[src/rtl/mem_access_unit.sv]
// MEM-stage load/store unit: req/ack data-memory handshake, store lane steering, load align/extend.
// Optional MISALIGN_TRAP_EN: trap misaligned H/W accesses without issuing a request.
module mem_access_unit (
  input  logic        clk,
  input  logic        rst_n,
  input  logic        mem_read,
  input  logic        mem_write,
  input  logic [2:0]  funct3,
  input  logic [31:0] addr,
  input  logic [31:0] wdata,
  output logic        dm_req,
  output logic        dm_we,
  output logic [31:0] dm_addr,
  output logic [3:0]  dm_be,
  output logic [31:0] dm_wdata,
  input  logic        dm_ack,
  input  logic [31:0] dm_rdata,
  output logic [31:0] dm_out,
  output logic        mem_stall,
  output logic        misalign
);

  typedef enum logic [1:0] {StIdle, StWait, StDone} state_e;

  state_e      state_q;
  logic        dm_req_q;
  logic        dm_we_q;
  logic [31:0] dm_addr_q;
  logic [3:0]  dm_be_q;
  logic [31:0] dm_wdata_q;
  logic [31:0] dm_out_q;
  logic        misalign_q;
  logic [2:0]  funct3_q;
  logic [1:0]  lsb_q;

  logic        start;
  logic        is_byte;
  logic        is_half;
  logic        mis_trap;
  logic [3:0]  st_be;
  logic [31:0] st_wdata;
  logic [7:0]  ld_byte;
  logic [15:0] ld_half;
  logic [31:0] ld_result;

  assign start   = mem_read | mem_write;
  // funct3[2] only selects signedness, so BU/HU share the B/H size decode
  assign is_byte = (funct3[1:0] == 2'b00);
  assign is_half = (funct3[1:0] == 2'b01);

`ifdef MISALIGN_TRAP_EN
  assign mis_trap = (is_half & addr[0]) | (!is_byte & !is_half & (addr[1:0] != 2'b00));
`else
  assign mis_trap = 1'b0;
`endif

  always_comb begin
    st_be    = 4'b1111;
    st_wdata = wdata;
    if (is_byte) begin
      st_be    = 4'b0001 << addr[1:0];
      st_wdata = {4{wdata[7:0]}};
    end else if (is_half) begin
      st_be    = 4'b0011 << {addr[1], 1'b0};
      st_wdata = {2{wdata[15:0]}};
    end
  end

  always_comb begin
    unique case (lsb_q)
      2'b00:   ld_byte = dm_rdata[7:0];
      2'b01:   ld_byte = dm_rdata[15:8];
      2'b10:   ld_byte = dm_rdata[23:16];
      default: ld_byte = dm_rdata[31:24];
    endcase
    ld_half = lsb_q[1] ? dm_rdata[31:16] : dm_rdata[15:0];
    if (funct3_q[1:0] == 2'b00) begin
      ld_result = {{24{ld_byte[7] & !funct3_q[2]}}, ld_byte};
    end else if (funct3_q[1:0] == 2'b01) begin
      ld_result = {{16{ld_half[15] & !funct3_q[2]}}, ld_half};
    end else begin
      ld_result = dm_rdata;
    end
  end

  always_ff @(posedge clk or negedge rst_n) begin
    if (!rst_n) begin
      state_q    <= StIdle;
      dm_req_q   <= 1'b0;
      dm_we_q    <= 1'b0;
      dm_addr_q  <= '0;
      dm_be_q    <= '0;
      dm_wdata_q <= '0;
      dm_out_q   <= '0;
      misalign_q <= 1'b0;
      funct3_q   <= '0;
      lsb_q      <= '0;
    end else begin
      case (state_q)
        StIdle: begin
          misalign_q <= 1'b0;
          if (start) begin
            if (mis_trap) begin
              misalign_q <= 1'b1;
              state_q    <= StDone;
            end else begin
              dm_req_q   <= 1'b1;
              dm_we_q    <= mem_write;
              dm_addr_q  <= {addr[31:2], 2'b00};
              dm_be_q    <= mem_write ? st_be : 4'b0000;
              dm_wdata_q <= st_wdata;
              funct3_q   <= funct3;
              lsb_q      <= addr[1:0];
              state_q    <= StWait;
            end
          end
        end
        StWait: begin
          if (dm_ack) begin
            dm_req_q <= 1'b0;
            state_q  <= StDone;
            if (!dm_we_q) begin
              dm_out_q <= ld_result;
            end
          end
        end
        StDone: begin
          misalign_q <= 1'b0;
          state_q    <= StIdle;
        end
        default: state_q <= StIdle;
      endcase
    end
  end

  assign mem_stall = ((state_q == StIdle) & start) | (state_q == StWait);
  assign dm_req    = dm_req_q;
  assign dm_we     = dm_we_q;
  assign dm_addr   = dm_addr_q;
  assign dm_be     = dm_be_q;
  assign dm_wdata  = dm_wdata_q;
  assign dm_out    = dm_out_q;
  assign misalign  = misalign_q;

endmodule

[config.mk]
export PLATFORM = sky130hd
export DESIGN_NAME = mem_access_unit
export DESIGN_NICKNAME = d
export VERILOG_FILES = /design/src/rtl/mem_access_unit.sv
export SDC_FILE = /design/constraint.sdc
export NUM_CORES = 1
export LEC_CHECK = 0
export CAP_MARGIN = 30
export CORE_MARGIN = 3
export CORE_UTILIZATION = 43
export DETAILED_ROUTE_END_ITERATION = 12
export PLACE_DENSITY = 0.86
export SYNTH_ARGS = -nofsm -noshare
export SYNTH_HDL_FRONTEND = slang
export SYNTH_SLANG_ARGS = --single-unit
[constraint.sdc]
create_clock -name clk -period 1.9 [get_ports clk]
set_clock_uncertainty 0.1 [all_clocks]
set_input_delay 0.475 -clock clk [delete_from_list [all_inputs] [get_ports clk]]
set_output_delay 0.475 -clock clk [all_outputs]
set_load 0.01 [all_outputs]
==> reports/results.ini <==
[worst_setup_path]
cp.arrival_ns = 2.00
slowest_delay_ns = 0.53
path_max_fanout = 7
startpoint_type = primary input
cp_cell_sequence = clkdlybuf4s50_1, mux4_2, nand3b_1, nand2_4, o22a_1
path_buf_inv = 1
end_kind = register
crit_type = in2reg
worstSetupPathDepth = 5
cp_top_family = multiplexers
crit_slowest_cell = mux4_2
ff2ff_path_depth = 5
worst_ep_required_time_ns = 2.03

[route]
via_per_inst = 5.30
wl_per_cell_um = 17.5
ant_nets = 0
drt_wl_total_um = 15600
dr.pass1.iters = 5
drc = 0
vias = 4709
drtIter0Drc = 325

[floorplan]
die_area_mm2 = 0.0130
core_area_mm2 = 0.0111
rows = 38
io_pins = 208
die_h_um = 114
dieWidth_um = 114
initial_core_util = 0.451

[global_route]
grt_pass1_wl_um = 24600
grt_overflow_total = 0
antenna_found_initial = 0
use_met1 = 0.295
grt.busiest_layer = met2
track_usage = 0.242
met2_usage = 0.394
use_met3 = 0.0679
grt_pass1_vias = 4835
grt_max_degree = 60

[finish]
final_core_util = 0.711
num_antenna_cells = 0
stdcell_area_mm2 = 0.00787
nNetsFinal = 848
fin_cells = 889
syn_to_final_growth_pct = 57.4
final_common_cell = clkdlybuf4s50_1
drive_above_1_share = 0.113
layout_common_cells = clkdlybuf4s50_1 (198), nand2_1 (196), dfrtp_1 (107), buf_4 (34)
num-fill-cells = 845

[cts]
htreeDepth = 3
cts_tree = built
clkLatencyLatePin_ns = 0.34
cts_buffers = 9
clkSinkCount = 107
clkTransAtPathRegs_ns = 0.07
cts_root_buf = clkbuf_16
cts.path.max_buffers = 2

[power_and_ir_drop]
p_int_mw = 8.06
combPwrFrac = 0.500
swShare = 0.359
peakVddDrop_uv = 893
clockPowerShare = 0.169
p_switching_mw = 4.51
p_leak_nw = 3.62
power_frac_seq = 0.331
total_power_mw = 12.6
power_density_mw_per_mm2 = 1600

[run_status]
status = finished, final reports clean

[yosys]
synth_area_leaders = dfrtp_1 (54%), nand2_1 (15%), mux2i_1 (6.4%)
ys_async_sr_fraction = 1.00
synth_cell_types = 36
synth-seq-cells = 107
synth_top_flop_cell = dfrtp_1
syn-instance-count = 518
synth_area_per_cell_um2 = 9.65
ys_seq_area_frac = 0.536
synth_edf_count = 0
synth_area_leader_cell = dfrtp_1
synth_area_mm2 = 0.00500
synth_top_area_share = 0.536
synth_warnings = 0

[placed_design]
pre_cts_ws_ns = -0.386
dp_hpwl_um = 11800
placed_cell_area_mm2 = 0.00744
gp_congestion = 0.904
dp.cells = 868
numPortBuffers = 204

[sta]
setup_ws_ns = 0.0232
finalCriticalPeriod_ns = 1.88
finalSetupTns_ns = 0
fmax_ghz = 0.533
finalHoldViolCount = 0
setup_viol = 0
drv_slew = 0
period_share = 0.988
finalHoldWorstSlack_ns = 0.377

[worst_hold_path]
hold_path_depth = 2
hp-class = reg2reg

[job]
cap_viol_max_count = 0

==> what timing repair did <==
action	in CTS	in global routing
cloned	0	1
pin swaps	2	3
hold endpoints to repair	23	0
hold buffers	1	0
gates resized for setup	6	6
setup buffers	3	0
endpoints found under the setup margin	5	20
==> cell type report <==
cell class	instances	area [um^2]	share of cell area
timing repair buffer	248	2500	0.318
inverter	3	11.3	0.00143
multi-input combinational	375	2160	0.275
clock inverter	5	100	0.0127
tap	140	175	0.0223
sequential	107	2680	0.340
clock buffer	11	243	0.0308
==> cells in the mapped netlist (3+ instances only) <==
cell type and n:
nand2_1 196, o211ai_1 7, clkbuf_1 15, o21a_1 7, a21oi_1 23, buf_2 10, nor2_1 30, mux4_1 7
dfrtp_1 107, buf_1 3, a21oi_2 7, o21ai_0 32, buf_4 5, mux2i_1 32, inv_1 3, o22a_1 7
a21oi_4 3
==> sequential cells by signal, summed over array words and instances, names as in the netlist <==
name / flops
state_q: 2
dm_we: 1
dm_addr: 30
dm_req: 1
dm_out: 32
dm_wdata: 32
dm_be: 4
lsb_q: 2
funct3_q: 3
==> power by group through the flow <==
stage                     clock (mW)  combinational (mW)  sequential, mW
after floorplan                    0                2.47            4.54
after detailed placement           0                6.17            4.18
after global placement             0                6.00            4.12
final                           2.12                6.29            4.16
after global routing            2.28                6.84            4.30
after CTS                       2.17                6.25            4.15
==> logic make-up after synthesis <==
logic type	Yosys count	share of synthesized area
and+or+nand+nor	240	0.194
DFF	107	0.536
muxes	42	0.110
other	1	0.000750
buffers and inverters	38	0.0395
AOI/OAI and AO/OA	90	0.120
==> metal layers <==
layer | up-vias | wire length, um
li1 | 2164 | -
met1 | 2265 | 6130
met2 | 235 | 7540
met3 | 45 | 1290
met4 | 0 | 621
met5 | - | 0
==> path summary, 6_finish.rpt <==
path,end,slack (ns),from
setup / recovery,dm_out[11],0.02,dm_rdata[23]
hold / removal,dm_addr[19],0.38,dm_addr[19]
setup reg to reg,dm_out[4],0.18,lsb_q[0]
hold reg to reg,dm_addr[19],0.38,dm_addr[19]
max in group asynchronous,dm_addr[20],0.60,rst_n
min in group asynchronous,dm_out[18],0.49,rst_n
==> worst reg2reg max path: cells and delay by family (launching register included) <==
kind	cells	cell delay (ns)
flops	1	0.41
buf+inv	1	0.21
compound gates	2	0.22
mux	1	0.57
simple gates	1	0.10
Power figures use the tool's default switching activity.
